$ cat src/rtl/galaksija_serial_keyboard_if.sv
// Key-matrix read path shared between the CPU side and the serial keyboard front end.
// Latency: none; key_out is combinational in addr and key_in.
// Backpressure: none; the CPU may read any matrix address on any cycle.
interface galaksija_serial_keyboard_if;
  logic [5:0] addr;     // CPU address bits [5:0] during a matrix read
  logic       key_in;   // PS/2 matrix bit for addr, active-low
  logic       key_out;  // merged matrix bit, active-low

  modport master (output addr, output key_in, input key_out);
  modport slave  (input addr, input key_in, output key_out);
endinterface

$ cat src/rtl/galaksija_serial_keyboard.sv
// Serial (8N1) keyboard front end: bytes -> matrix indices -> timed key presses on the matrix path.
// Latency: press goes active 3 clk after the stop-bit sample when idle and the FIFO is empty.
// Backpressure: none toward the line; a full index FIFO drops the byte and sets sticky overflow.

// Small synchronous FIFO: pointers carry one extra wrap bit to tell full from empty.
// Latency: a write is visible on rd_vld/rd_dat the next cycle.
// Backpressure: wr_rdy low when full unless a pop frees a slot in the same cycle.
module galaksija_kbd_fifo #(
  parameter int WIDTH = 6,
  parameter int DEPTH = 16
) (
  input  logic             clk,
  input  logic             reset_n,
  input  logic             wr_vld,
  input  logic [WIDTH-1:0] wr_dat,
  output logic             wr_rdy,
  output logic             rd_vld,
  input  logic             rd_rdy,
  output logic [WIDTH-1:0] rd_dat
);
  localparam int AW = $clog2(DEPTH);
  localparam logic [AW:0] PTR_ONE = {{AW{1'b0}}, 1'b1};

  logic [AW:0]      wr_ptr_q, wr_ptr_d;
  logic [AW:0]      rd_ptr_q, rd_ptr_d;
  logic [WIDTH-1:0] mem_q [DEPTH];
  logic             full, empty, push, pop;

  // Occupancy flags and pointer advance; a same-cycle pop makes room for a write when full.
  always_comb begin
    empty    = (wr_ptr_q == rd_ptr_q);
    full     = (wr_ptr_q[AW] != rd_ptr_q[AW]) && (wr_ptr_q[AW-1:0] == rd_ptr_q[AW-1:0]);
    pop      = rd_rdy & ~empty;
    push     = wr_vld & (~full | pop);
    wr_ptr_d = push ? (wr_ptr_q + PTR_ONE) : wr_ptr_q;
    rd_ptr_d = pop  ? (rd_ptr_q + PTR_ONE) : rd_ptr_q;
  end

  assign wr_rdy = ~full | pop;
  assign rd_vld = ~empty;
  assign rd_dat = mem_q[rd_ptr_q[AW-1:0]];

  // Pointer registers; reset empties the FIFO.
  always_ff @(posedge clk or negedge reset_n) begin
    if (!reset_n) begin
      wr_ptr_q <= '0;
      rd_ptr_q <= '0;
    end else begin
      wr_ptr_q <= wr_ptr_d;
      rd_ptr_q <= rd_ptr_d;
    end
  end

  // Storage array; contents are don't-care until written, so no reset.
  always_ff @(posedge clk) begin
    if (push) mem_q[wr_ptr_q[AW-1:0]] <= wr_dat;
  end
endmodule

module galaksija_serial_keyboard #(
  parameter int F_CLK      = 25000000,
  parameter int BAUD       = 115200,
  parameter int HOLD_MS    = 20,
  parameter int GAP_MS     = 20,
  parameter int FIFO_DEPTH = 16
) (
  input  logic                        clk,
  input  logic                        reset_n,
  input  logic                        ser_rx,
  galaksija_serial_keyboard_if.slave  mtx,
  output logic                        frame_err,
  output logic                        overflow,
  output logic                        busy
);
  localparam int DIV      = F_CLK / BAUD;
  localparam int HOLD_CYC = (F_CLK / 1000) * HOLD_MS;
  localparam int GAP_CYC  = (F_CLK / 1000) * GAP_MS;
  localparam int TMR_MAX  = (HOLD_CYC > GAP_CYC) ? HOLD_CYC : GAP_CYC;
  // Counters are loaded with N-1, so $clog2(N) bits always hold the load value.
  localparam int DIV_W    = (DIV > 2) ? $clog2(DIV) : 1;
  localparam int TMR_W    = (TMR_MAX > 2) ? $clog2(TMR_MAX) : 1;

  localparam logic [DIV_W-1:0] DIV_LOAD  = DIV_W'(DIV - 1);
  localparam logic [DIV_W-1:0] HALF_LOAD = DIV_W'(DIV / 2 - 1);
  localparam logic [TMR_W-1:0] HOLD_LOAD = TMR_W'(HOLD_CYC - 1);
  localparam logic [TMR_W-1:0] GAP_LOAD  = TMR_W'(GAP_CYC - 1);

  typedef enum logic [2:0] {R_IDLE, R_START, R_DATA, R_STOP, R_WAITHI} rx_state_t;
  typedef enum logic [1:0] {P_IDLE, P_PRESS, P_GAP} press_state_t;

  // ---------------------------------------------------------------- synchroniser
  logic sync1_q, sync1_d, sync2_q, sync2_d, rx_prev_q, rx_prev_d;
  logic rx_s;

  // Two-flop synchroniser plus one delayed copy for falling-edge detection.
  always_comb begin
    sync1_d   = ser_rx;
    sync2_d   = sync1_q;
    rx_prev_d = sync2_q;
  end

  assign rx_s = sync2_q;

  // Synchroniser registers idle high so reset never looks like a start bit.
  always_ff @(posedge clk or negedge reset_n) begin
    if (!reset_n) begin
      sync1_q   <= 1'b1;
      sync2_q   <= 1'b1;
      rx_prev_q <= 1'b1;
    end else begin
      sync1_q   <= sync1_d;
      sync2_q   <= sync2_d;
      rx_prev_q <= rx_prev_d;
    end
  end

  // ---------------------------------------------------------------- RX FSM
  rx_state_t        rx_state_q, rx_state_d;
  logic [DIV_W-1:0] rx_cnt_q, rx_cnt_d;
  logic [2:0]       bit_cnt_q, bit_cnt_d;
  logic [7:0]       shift_q, shift_d;
  logic             byte_vld_q, byte_vld_d;
  logic             frame_err_q, frame_err_d;

  // Bit timing: start checked mid-bit, then data and stop one bit period apart, LSB first.
  always_comb begin
    rx_state_d  = rx_state_q;
    rx_cnt_d    = rx_cnt_q;
    bit_cnt_d   = bit_cnt_q;
    shift_d     = shift_q;
    byte_vld_d  = 1'b0;
    frame_err_d = 1'b0;
    case (rx_state_q)
      R_IDLE: begin
        if (rx_prev_q && !rx_s) begin
          rx_state_d = R_START;
          rx_cnt_d   = HALF_LOAD;
        end
      end
      R_START: begin
        if (rx_cnt_q == '0) begin
          if (rx_s) begin
            rx_state_d = R_IDLE;        // line bounced back high: not a real start bit
          end else begin
            rx_state_d = R_DATA;
            rx_cnt_d   = DIV_LOAD;
            bit_cnt_d  = 3'd0;
          end
        end else begin
          rx_cnt_d = rx_cnt_q - 1'b1;
        end
      end
      R_DATA: begin
        if (rx_cnt_q == '0) begin
          shift_d  = {rx_s, shift_q[7:1]};
          rx_cnt_d = DIV_LOAD;
          if (bit_cnt_q == 3'd7) rx_state_d = R_STOP;
          else                   bit_cnt_d  = bit_cnt_q + 1'b1;
        end else begin
          rx_cnt_d = rx_cnt_q - 1'b1;
        end
      end
      R_STOP: begin
        if (rx_cnt_q == '0) begin
          if (rx_s) begin
            byte_vld_d = 1'b1;
            rx_state_d = R_IDLE;
          end else begin
            frame_err_d = 1'b1;         // byte discarded; resync on the next idle level
            rx_state_d  = R_WAITHI;
          end
        end else begin
          rx_cnt_d = rx_cnt_q - 1'b1;
        end
      end
      R_WAITHI: begin
        if (rx_s) rx_state_d = R_IDLE;
      end
      default: rx_state_d = R_IDLE;
    endcase
  end

  // RX state registers.
  always_ff @(posedge clk or negedge reset_n) begin
    if (!reset_n) begin
      rx_state_q  <= R_IDLE;
      rx_cnt_q    <= '0;
      bit_cnt_q   <= 3'd0;
      shift_q     <= 8'd0;
      byte_vld_q  <= 1'b0;
      frame_err_q <= 1'b0;
    end else begin
      rx_state_q  <= rx_state_d;
      rx_cnt_q    <= rx_cnt_d;
      bit_cnt_q   <= bit_cnt_d;
      shift_q     <= shift_d;
      byte_vld_q  <= byte_vld_d;
      frame_err_q <= frame_err_d;
    end
  end

  // ---------------------------------------------------------------- translation
  // Returns {mapped, index}; unmapped bytes come back with mapped=0 and are dropped.
  function automatic logic [6:0] kbd_map(input logic [7:0] b);
    logic [6:0] r;
    r = 7'd0;
    if ((b >= 8'h41 && b <= 8'h5A) || (b >= 8'h61 && b <= 8'h7A)) begin
      r = {1'b1, 1'b0, b[4:0]};
    end else if (b >= 8'h30 && b <= 8'h39) begin
      r = {1'b1, 6'd32 + {2'b00, b[3:0]}};
    end else begin
      case (b)
        8'h20:        r = {1'b1, 6'd31};
        8'h3B:        r = {1'b1, 6'd42};
        8'h3A:        r = {1'b1, 6'd43};
        8'h2C:        r = {1'b1, 6'd44};
        8'h3D:        r = {1'b1, 6'd45};
        8'h2E:        r = {1'b1, 6'd46};
        8'h2F:        r = {1'b1, 6'd47};
        8'h0D:        r = {1'b1, 6'd48};
        8'h1B:        r = {1'b1, 6'd49};
        8'h08, 8'h7F: r = {1'b1, 6'd51};
        default:      r = 7'd0;
      endcase
    end
    return r;
  endfunction

  logic [6:0] map_res;
  logic       fifo_wr_vld, fifo_wr_rdy;
  logic       fifo_rd_vld, fifo_rd_rdy;
  logic [5:0] fifo_rd_dat;

  // Translate the freshly received byte; only mapped bytes reach the FIFO.
  always_comb begin
    map_res     = kbd_map(shift_q);
    fifo_wr_vld = byte_vld_q & map_res[6];
  end

  galaksija_kbd_fifo #(
    .WIDTH (6),
    .DEPTH (FIFO_DEPTH)
  ) u_fifo (
    .clk     (clk),
    .reset_n (reset_n),
    .wr_vld  (fifo_wr_vld),
    .wr_dat  (map_res[5:0]),
    .wr_rdy  (fifo_wr_rdy),
    .rd_vld  (fifo_rd_vld),
    .rd_rdy  (fifo_rd_rdy),
    .rd_dat  (fifo_rd_dat)
  );

  // ---------------------------------------------------------------- press FSM
  press_state_t     p_state_q, p_state_d;
  logic [TMR_W-1:0] tmr_q, tmr_d;
  logic [5:0]       press_idx_q, press_idx_d;
  logic             active_q, active_d;
  logic             overflow_q, overflow_d;

  // Replay: pop one index, hold it for HOLD_CYC, then release for GAP_CYC before the next.
  always_comb begin
    p_state_d   = p_state_q;
    tmr_d       = tmr_q;
    press_idx_d = press_idx_q;
    active_d    = active_q;
    fifo_rd_rdy = 1'b0;
    case (p_state_q)
      P_IDLE: begin
        fifo_rd_rdy = 1'b1;
        if (fifo_rd_vld) begin
          press_idx_d = fifo_rd_dat;
          active_d    = 1'b1;
          tmr_d       = HOLD_LOAD;
          p_state_d   = P_PRESS;
        end
      end
      P_PRESS: begin
        if (tmr_q == '0) begin
          active_d  = 1'b0;
          tmr_d     = GAP_LOAD;
          p_state_d = P_GAP;
        end else begin
          tmr_d = tmr_q - 1'b1;
        end
      end
      P_GAP: begin
        if (tmr_q == '0) p_state_d = P_IDLE;
        else             tmr_d     = tmr_q - 1'b1;
      end
      default: p_state_d = P_IDLE;
    endcase
    overflow_d = overflow_q | (fifo_wr_vld & ~fifo_wr_rdy);
  end

  // Press state registers; reset drops any press in flight.
  always_ff @(posedge clk or negedge reset_n) begin
    if (!reset_n) begin
      p_state_q   <= P_IDLE;
      tmr_q       <= '0;
      press_idx_q <= 6'd0;
      active_q    <= 1'b0;
      overflow_q  <= 1'b0;
    end else begin
      p_state_q   <= p_state_d;
      tmr_q       <= tmr_d;
      press_idx_q <= press_idx_d;
      active_q    <= active_d;
      overflow_q  <= overflow_d;
    end
  end

  // ---------------------------------------------------------------- outputs
  // Matrix merge stays combinational in addr so the CPU sees it within its read cycle.
  assign mtx.key_out = mtx.key_in & ~(active_q & (mtx.addr == press_idx_q));
  assign frame_err   = frame_err_q;
  assign overflow    = overflow_q;
  assign busy        = (p_state_q != P_IDLE) | fifo_rd_vld;
endmodule
$ cat src/flat_wrapper.sv
// flat-port wrapper written by rule: the top's interface ports become plain ports
module galaksija_serial_keyboard_flat 
#(
  parameter int F_CLK      = 25000000,
  parameter int BAUD       = 115200,
  parameter int HOLD_MS    = 20,
  parameter int GAP_MS     = 20,
  parameter int FIFO_DEPTH = 16
)
  (clk, reset_n, ser_rx, frame_err, overflow, busy, mtx_addr, mtx_key_in, mtx_key_out);
  galaksija_serial_keyboard_if mtx_i ();
  input  logic clk;
  input  logic reset_n;
  input  logic ser_rx;
  output logic frame_err;
  output logic overflow;
  output logic busy;
  input wire logic [$bits(mtx_i.addr)-1:0] mtx_addr;
  input wire logic [$bits(mtx_i.key_in)-1:0] mtx_key_in;
  output wire logic [$bits(mtx_i.key_out)-1:0] mtx_key_out;
  assign mtx_i.addr = mtx_addr;
  assign mtx_i.key_in = mtx_key_in;
  assign mtx_key_out = mtx_i.key_out;
  galaksija_serial_keyboard #(.F_CLK(F_CLK), .BAUD(BAUD), .HOLD_MS(HOLD_MS), .GAP_MS(GAP_MS), .FIFO_DEPTH(FIFO_DEPTH)) u_core (.clk(clk), .reset_n(reset_n), .ser_rx(ser_rx), .mtx(mtx_i), .frame_err(frame_err), .overflow(overflow), .busy(busy));
endmodule
$ cat config.mk
export PLATFORM = sky130hd
export DESIGN_NAME = galaksija_serial_keyboard_flat
export DESIGN_NICKNAME = d
export VERILOG_FILES = /design/src/rtl/galaksija_serial_keyboard_if.sv /design/src/rtl/galaksija_serial_keyboard.sv /design/src/flat_wrapper.sv
export SDC_FILE = /design/constraint.sdc
export NUM_CORES = 1
export LEC_CHECK = 0
export CAP_MARGIN = 20
export CORE_AREA = 2 2 122 124
export CTS_CLUSTER_SIZE = 12
export DETAILED_ROUTE_END_ITERATION = 12
export DIE_AREA = 0 0 124 126
export GPL_TIMING_DRIVEN = 0
export PLACE_DENSITY = 0.76
export SLEW_MARGIN = 20
export SYNTH_ARGS = -nofsm -noshare
export SYNTH_HDL_FRONTEND = slang
export SYNTH_HIERARCHICAL = 1
export SYNTH_SLANG_ARGS = --single-unit
$ cat constraint.sdc
create_clock -name clk -period 3 [get_ports clk]
set_input_delay 0.3 -clock clk [delete_from_list [all_inputs] [get_ports clk]]
set_output_delay 0.3 -clock clk [all_outputs]
set_load 0.02 [all_outputs]
==> results of run 1 <==
-- sequential cells by signal, indices dropped and copies added (netlist names) --
name                    cells
u_core/sync1_q              1
u_core/u_fifo/rd_ptr_q      5
u_core/rx_state_q           3
u_core/shift_q              8
u_core/rx_prev_d            1
u_core/overflow             1
u_core/u_fifo/mem_q        96
u_core/u_fifo/wr_ptr_q      5
u_core/bit_cnt_q            3
u_core/press_idx_q          6
u_core/rx_prev_q            1
u_core/frame_err            1
u_core/rx_cnt_q             8
u_core/active_q             1
u_core/byte_vld_q           1
u_core/tmr_q               19
u_core/p_state_q            2
-- cell type report --
cell class,count,area share (%)
clock buffer,22,4.84
sequential,162,49.5
multi-input combinational,375,36.1
tap,184,2.51
buffer,29,2.13
inverter,18,0.737
clock inverter,10,0.983
timing repair buffer,27,3.17
-- routing by layer --
metal / vias up / routed length (microns)
met5: - / 0
met4: 0 / 334
met3: 27 / 958
met2: 195 / 8420
met1: 2589 / 6810
li1: 2372 / -
-- through the flow --
| step | hold WS (ns) | total power (uW) |
|---|---|---|
| 6_report | 0.271 | 5170 |
| 5_1_grt | 0.280 | 5400 |
| 4_1_cts | 0.244 | 5210 |
| 3_5_place_dp | 0.155 | 3240 |
| 3_3_place_gp | 0.346 | 3210 |
| 2_1_floorplan | 0.00441 | 3080 |
-- path summary, 6_finish.rpt --
path / startpoint / end / slack (ns) / depth (start not counted)
max: u_core/shift_q[6] / u_core/u_fifo/mem_q[2][3] / 0.10 / 10
min: reset_n / u_core/press_idx_q[0] / 0.27 / 2
max reg2reg: u_core/shift_q[6] / u_core/u_fifo/mem_q[2][3] / 0.10 / 10
min reg2reg: u_core/sync1_q / u_core/rx_prev_d / 0.35 / 0
max in group asynchronous: reset_n / u_core/sync1_q / 2.15 / 3
min in group clk: ser_rx / u_core/sync1_q / 0.29 / 1
-- logic make-up (layout without fill, tap and decap cells) --
logic type	count (synthesis)	in the layout	synth area share (%)
AO/OA/AOI/OAI	138	138	12.0
XOR/XNOR	22	22	2.84
adder cells (fa/ha/maj)	12	12	1.91
buffers and inverters	51	106	3.49
flip-flops	162	162	57.8
multiplexers	41	41	9.92
AND/OR/NAND/NOR	162	162	12.0
-- cells in the final DEF (no fill, tap or decap), types with 6 or more instances in the layout --
master,synthesis,layout
sky130_fd_sc_hd__edfxtp_1,96,96
sky130_fd_sc_hd__dfrtp_1,63,63
sky130_fd_sc_hd__nand2_1,37,33
sky130_fd_sc_hd__nor2_1,31,31
sky130_fd_sc_hd__a21oi_1,30,30
sky130_fd_sc_hd__o21ai_0,24,23
sky130_fd_sc_hd__clkbuf_16,0,17
sky130_fd_sc_hd__clkbuf_1,17,17
sky130_fd_sc_hd__inv_1,17,17
sky130_fd_sc_hd__mux2_2,14,14
sky130_fd_sc_hd__xnor2_1,13,13
sky130_fd_sc_hd__mux4_1,13,13
sky130_fd_sc_hd__ha_1,12,12
sky130_fd_sc_hd__a22oi_1,12,12
sky130_fd_sc_hd__clkdlybuf4s50_1,0,11
sky130_fd_sc_hd__mux4_2,11,11
sky130_fd_sc_hd__nor3_4,0,11
sky130_fd_sc_hd__buf_4,1,10
sky130_fd_sc_hd__o31ai_1,9,8
sky130_fd_sc_hd__a31oi_1,7,7
sky130_fd_sc_hd__buf_6,5,7
sky130_fd_sc_hd__o21ai_1,7,7
sky130_fd_sc_hd__buf_2,6,7
sky130_fd_sc_hd__nand4_1,6,6
sky130_fd_sc_hd__nor4_1,10,6
-- power breakdown --
part           internal (uW)  switching, uW  total (uW)
Combinational            286            370         656
Sequential              2450            101        2550
Clock                   1140            824        1960
Total                   3880           1300        5170
-- what timing repair did --
| item | in CTS | in global routing |
|---|---|---|
| resized for setup | 32 | 11 |
| setup endpoints to repair | 98 | 106 |
| gates cloned | 0 | 0 |
| hold buffers | 1 | 0 |
| buffers inserted | 10 | 0 |
| endpoints found under the hold margin | 19 | 0 |
| pin swaps | 6 | 1 |
==> summary by stage, run 1 <==
Run status
The flow ran to the end, and the final reports show no timing, DRC or antenna violations.

Timing
The total count of hold-check failures in the final report came to 0. Derived from the worst setup path, the maximum achievable clock frequency is 345 MHz. The worst clock skew on the final layout is 0.00673 ns.

The worst slew margin relative to its limit is 49.6%. Of the available clock period, the critical path in the final layout requires 96.6%. The number of endpoints failing setup at the final stage is 0. The final-report max-slew violation count came to 0.

The sum of negative setup slack is 0 ns. For the pin with the worst max-slew slack, the measured transition is 0.745 ns. The final critical-path setup slack is 0.101 ns. The time the worst path needs with I/O delays and setup is just under 3 ns.

Worst setup path
The largest single stage delay on the critical path is 0.49 ns. The worst setup path is captured at a flip-flop. The kind of cell with the highest combined delay on the critical path is simple AND/OR/NAND/NOR gates. Counting both buffers and inverters, the worst setup path holds a total of 3.

The worst setup path is launched from a flip-flop. The kind of critical path is flip-flop to flip-flop. For the worst setup path, the data arrival time is 3.03 ns. Traced cell by cell, the critical path runs through or3b_2 -> clkbuf_1 -> a211o_1 -> o31ai_2 -> nor3b_1 -> nor2b_2 -> buf_4 -> nand2_4 -> nor4_4 -> buf_6. The maximum fanout along the worst path is 9. The slowest cell on the critical path is sky130_fd_sc_hd__or3b_2. The data required time at the worst endpoint is 3.14 ns.

Global route
In the global route stage, met2 resource usage came out at 36.6%. The number of global-route vias before repair was 5,119. The first global-routing pass estimated 26.2 mm of wire. The global-route track usage on met1 is 28.8%. The global-route track usage on met3 is 5.25%. The number of antenna violations at the first check in global routing is 0. The maximum number of pins on one net before global-route repair is 57.

The most utilized layer in the global route result is met2. The total congestion overflow is 0. For this run, the total global-route usage over all layers was measured as between 20% and 30%.

Cells and area
The area growth from synthesis to layout is 16.7%. Cells fill 64.1% of the core in the end. Of the cells placed in the final design, the portion with a size suffix greater than 1 is 22.4%. Registers take ~4500 sq um. Counting the fill cells in the layout gives 978. For this run, the number of standard cells in the final layout without fillers is slightly above 800.

Summing all multi-input logic gate instances after layout gives ~3300 sq um. The net count of the finished layout is 652. The finished cells cover 9170 sq um.

The number of antenna diodes in the final layout is 0.

Clock network
After clock tree synthesis, the clock-pin slew on the worst setup and hold paths is about 0.060 ns. The buffer type at the clock tree root is sky130_fd_sc_hd__clkbuf_16. For this design, the sink count on the clock tree is 162. The clock passes through at most 2 buffers. The H-tree was split into 4 levels.

The TritonCTS clock tree is built. The later-pin clock latency in the skew report is 0.42 ns. The TritonCTS buffer count is 17.

Placed design
The post-DP HPWL is 10.6 mm. The congestion estimate from routability-driven global placement came to 0.858. The number of buffer cells added on primary ports is 13.

The post-place setup slack is -0.799 ns. The number of placed instances, taps included, is roughly 790. In this run the cell area measured after placement is 8320 sq um.

Routing
The pre-antenna-repair detailed-routing pass consisted of 5 iterations. The count of nets left with antenna violations after detail routing is 0. The first routing iteration left 477 violations. The number of remaining DRC errors is 0. For this block, the routed nets add up to 16.5 mm of wire.

Dividing the detail-routed via count by the number of cells gives between 6 and 7. The via count of the routed design is roughly 5.2k. In the final routed layout, each cell accounts on average for about 20 microns.

Yosys
Synthesis inferred 162 register bits. The cell with the most instances after synthesis is sky130_fd_sc_hd__edfxtp_1. Summing the sequential cell areas from Yosys gives 57.8% of the chip area. The synthesized design contains 96 enable-type register cells. In the synthesized netlist, the number of instances is 588.

The average cell area after synthesis is around 13 sq um. The commonest cells after synthesis are sky130_fd_sc_hd__edfxtp_1, sky130_fd_sc_hd__dfrtp_1, sky130_fd_sc_hd__nand2_1. In this run the cell area of the synthesized design comes to 7860 sq um. The number of nets produced by synthesis is 610. The async set-or-reset flop fraction in the synthesized netlist is 40.7%. Among all flip-flop cells after synthesis, the most frequent one is sky130_fd_sc_hd__edfxtp_1. Yosys attributes the largest share of cell area to sky130_fd_sc_hd__edfxtp_1, sky130_fd_sc_hd__dfrtp_1, sky130_fd_sc_hd__mux4_1, sky130_fd_sc_hd__mux4_2, sky130_fd_sc_hd__mux2_2.

The total of warnings raised by yosys is 6. The distinct cell type count after synthesis is 84. The area fraction of the dominant cell type after synthesis is 36.7%. The largest area contributor in the synthesized netlist is sky130_fd_sc_hd__edfxtp_1.

Power and ir drop
The static leakage is 0.00323 uW. In this run the power density over the cells is approximately 560 nW/um^2. Across the VDD grid, the largest voltage drop is about 0.36 mV.

Floorplanning
The core box area is 14,300 sq um. The floorplan die area is 15,600 sq um. The die boundary width is approximately 120 microns. Pin placement for this block handled 14 I/O pins. The vertical die dimension is 126 microns. The effective utilization at floorplan is 54.9%. The number of rows created at floorplan is 44.

Hold path
The tightest min-delay check is of the primary input to async pin type.

Run
Across the run, the number of max-cap violations was 0.
Power figures use the tool's default switching activity.
==> run 2: changes to the inputs <==
TNS_END_PERCENT = 50   (was default)
==> summary by stage, run 2 (synthesized netlist as in run 1, its figures left out) <==
Global route
The number of global-route vias before repair is 5,199 (+1.6%). The total congestion overflow is 0 (unchanged). The global-route usage over all layers is 22.9% (+0.65 points).

The wire length of the first global-routing pass was 26.9 mm (+2.6%). The number of antenna violations at the first check in global routing is 0 (unchanged). The maximum number of pins on one net before global-route repair is 50 (-12%).

Clock network
The CTS sink count is 162 (unchanged). The TritonCTS buffer count is 17 (unchanged). The maximum count of clock buffers along a single path is 2 (unchanged). The count of H-tree levels built during CTS came to 4 (unchanged).

The later-pin clock latency in the skew report is 0.42 ns (about the same). CTS placed an instance of sky130_fd_sc_hd__clkbuf_16 at the clock tree root. TritonCTS built the clock tree. The clock transition at the registers of the reported paths is 0.06 ns (about the same).

Timing
The worst hold slack across all endpoints is 0.292 ns (+0.0209 ns). The final worst-path cycle share was 94.9% (-1.7 points). The final critical-path setup slack was 0.152 ns (+0.0508 ns). Setup repair after global routing left no endpoint under its margin. The number of endpoints failing setup at the final stage was 0 (unchanged).

The time the worst path needs with I/O delays and setup is 2.85 ns (-0.0508 ns). The worst clock skew on the final layout is 0.00911 ns (+0.00237 ns). The actual transition at the worst max-transition pin is 0.745 ns (+0.000422 ns). The total count of hold-check failures in the final report came to 0 (unchanged). The worst slew margin relative to its limit is 50.2% (+0.52 points). The sum of negative setup slack is 0 ns (unchanged). The final-report max-slew violation count came to 0 (unchanged). The top achievable clock speed is 351 MHz (+1.8%).

Routing
The total wire length after detailed routing came to 17.2 mm (+3.9%). The top routing layer in use is met4. The length of the first detailed-routing pass in iterations is 6 (+1). The average wire per cell in the routed design is 20.6 microns (+3.1%).

The detailed router's first-iteration violation count is 528 (+11%). The number of remaining DRC errors is 0 (unchanged). The length of routed met2 wiring came to 8.55 mm (+1.6%). The via count of the routed design is 5,253 (+1.4%). The routed via count divided by cell count is 6.30 (+0.50%). The count of nets left with antenna violations after detail routing is 0 (unchanged). The detailed-route wire length on metal 1 is 7.36 mm (+8.0%). The met3 wirelength from detailed routing was 937 microns (-2.2%).

Run status
The flow ran to the end, and the final reports show no timing, DRC or antenna violations.

Worst setup path
STA classifies the critical path endpoint as a flip-flop. The kind of critical path is flip-flop to flip-flop. The startpoint kind of the worst setup timing path is a flip-flop.

The maximum cell stage delay along the critical path is 0.47 ns (-0.02 ns). The data arrival time at the worst-slack endpoint is 2.98 ns (-0.05 ns). The data required time at the worst endpoint is 3.13 ns (about the same). The kind of cell with the highest combined delay along the critical path is simple AND/OR/NAND/NOR gates.

The maximum fanout along the worst path is 9 (unchanged). For this design, the slowest cell found on the critical path is sky130_fd_sc_hd__or3b_2. The critical path goes through clkbuf_2 -> or3b_2 -> clkbuf_1 -> a211o_1 -> o31ai_2 -> nor3b_1 -> nor2b_2 -> buf_4 -> nand2_4 -> nor4_4 -> buf_6. The worst path buffer plus inverter count was 4 (+1).

Floorplanning
The number of placed I/O pins was 14 (unchanged). The number of rows created at floorplan came to 44 (unchanged). The effective utilization at floorplan is 54.9% (unchanged). The die boundary width is 124 microns (unchanged). The floorplan die area was 15,600 sq um (unchanged). The vertical die dimension is 126 microns (unchanged). The core box area was 14,300 sq um (unchanged).

Placed design
The post-DP HPWL came to 10.9 mm (+2.6%). The post-place setup slack is -0.833 ns (-0.0344 ns). The number of buffer cells added on primary ports is 13 (unchanged). The placer's final routability congestion estimate is 0.825 (-3.8%).

Cells and area
The number of flip-flops under the largest register name came to 96 (unchanged). Compared with the post-synthesis result, the final layout area differs by 17.4%. The final net count was 659 (+1.1%).

The number of diodes added for antenna fixing came to 0 (unchanged). The commonest non-fill, non-tap cell in the layout is sky130_fd_sc_hd__edfxtp_1. The end-of-flow core utilization is 64.4% (+0.38 points). The fraction of final layout cells sized beyond drive strength 1 is 22.9% (+0.53 points).

The fill cell total of the finished layout is 991 (+1.3%). In the layout the commonest cells are sky130_fd_sc_hd__edfxtp_1, sky130_fd_sc_hd__dfrtp_1, sky130_fd_sc_hd__nand2_1, sky130_fd_sc_hd__nor2_1, sky130_fd_sc_hd__a21oi_1.

Hold path
The path type of the worst min-delay path is primary input to flip-flop.

Power and ir drop
The maximum ir drop on the vdd rail came to 0.394 mV (+9.8%). The static leakage came to 0.00328 uW (+1.5%). The power per unit of standard cell area is 557 nW/um^2 (-1.3%).

Run
The number of max-cap violations is 0 (unchanged).
## run 2: changes by cell type in the layout (fill, tap and decap cells not counted), sizes merged
cell / delta
clkbuf: +7
inv: -1
clkinvlp: -3
clkinv: +1
buf: +4
bufinv: -1
## run 2: final timing paths
kind,startpoint,end,slack [ns],cells past startpoint
worst min register to register,u_core/sync1_q,u_core/rx_prev_d,0.35,0
worst max-delay path,u_core/shift_q[6],u_core/u_fifo/mem_q[2][5],0.15,11
worst min-delay path,ser_rx,u_core/sync1_q,0.29,1
max in group asynchronous,reset_n,u_core/rx_prev_q,2.10,3
worst max register to register,u_core/shift_q[6],u_core/u_fifo/mem_q[2][5],0.15,11
min in group asynchronous,reset_n,u_core/press_idx_q[4],0.30,2
## run 2: layer usage
| metal | vias up | track usage, % |
|---|---|---|
| met5 | - | 0 |
| met4 | 0 | 8.72 |
| met3 | 31 | 5.25 |
| met2 | 182 | 37.3 |
| met1 | 2651 | 30.0 |
| li1 | 2389 | - |
## run 2: final cells by class
cell class	instances	area [sq um]	share of cell area [%]
Timing Repair Buffer	32	353	3.83
Inverter	18	67.6	0.733
Multi-Input combinational cell	375	3310	35.8
Buffer	31	205	2.22
Tap cell	184	230	2.50
Clock inverter	6	33.8	0.366
Clock buffer	26	489	5.30
Sequential cell	162	4540	49.2
## run 2: timing repair
item / CTS / global route
hold buffers: 1 / 0
hold endpoints to repair: 17 / 0
pin swaps: 10 / 2
setup buffers: 12 / 2
gates resized for setup: 33 / 15
setup endpoints to repair: 98 / 106
## run 2: worst register-to-register path, cell delays in order (launching register included)
cell                       delay (ns)
sky130_fd_sc_hd__dfrtp_1         0.36
sky130_fd_sc_hd__clkbuf_2        0.17
sky130_fd_sc_hd__or3b_2          0.48
sky130_fd_sc_hd__clkbuf_1        0.19
sky130_fd_sc_hd__a211o_1         0.28
sky130_fd_sc_hd__o31ai_2         0.09
sky130_fd_sc_hd__nor3b_1         0.13
sky130_fd_sc_hd__nor2b_2         0.12
sky130_fd_sc_hd__buf_4           0.18
sky130_fd_sc_hd__nand2_4         0.13
sky130_fd_sc_hd__nor4_4          0.25
sky130_fd_sc_hd__buf_6           0.18
## run 2: report_power, final
| group | total [uW] | switching [uW] | internal, uW | leakage [uW] |
|---|---|---|---|---|
| clock network | 1930 | 810 | 1120 | 0.000262 |
| registers | 2550 | 100 | 2450 | 0.00157 |
| logic | 651 | 365 | 285 | 0.00144 |
| total | 5130 | 1280 | 3860 | 0.00328 |
## run 2: stage by stage
stage,instances,area [sq um],total power (uW)
5_1_grt,834,9220,5340
4_1_cts,832,9140,5160
3_3_place_gp,785,8260,3210
2_1_floorplan,588,7900,3080
3_5_place_dp,788,8310,3230
6_report,834,9220,5130
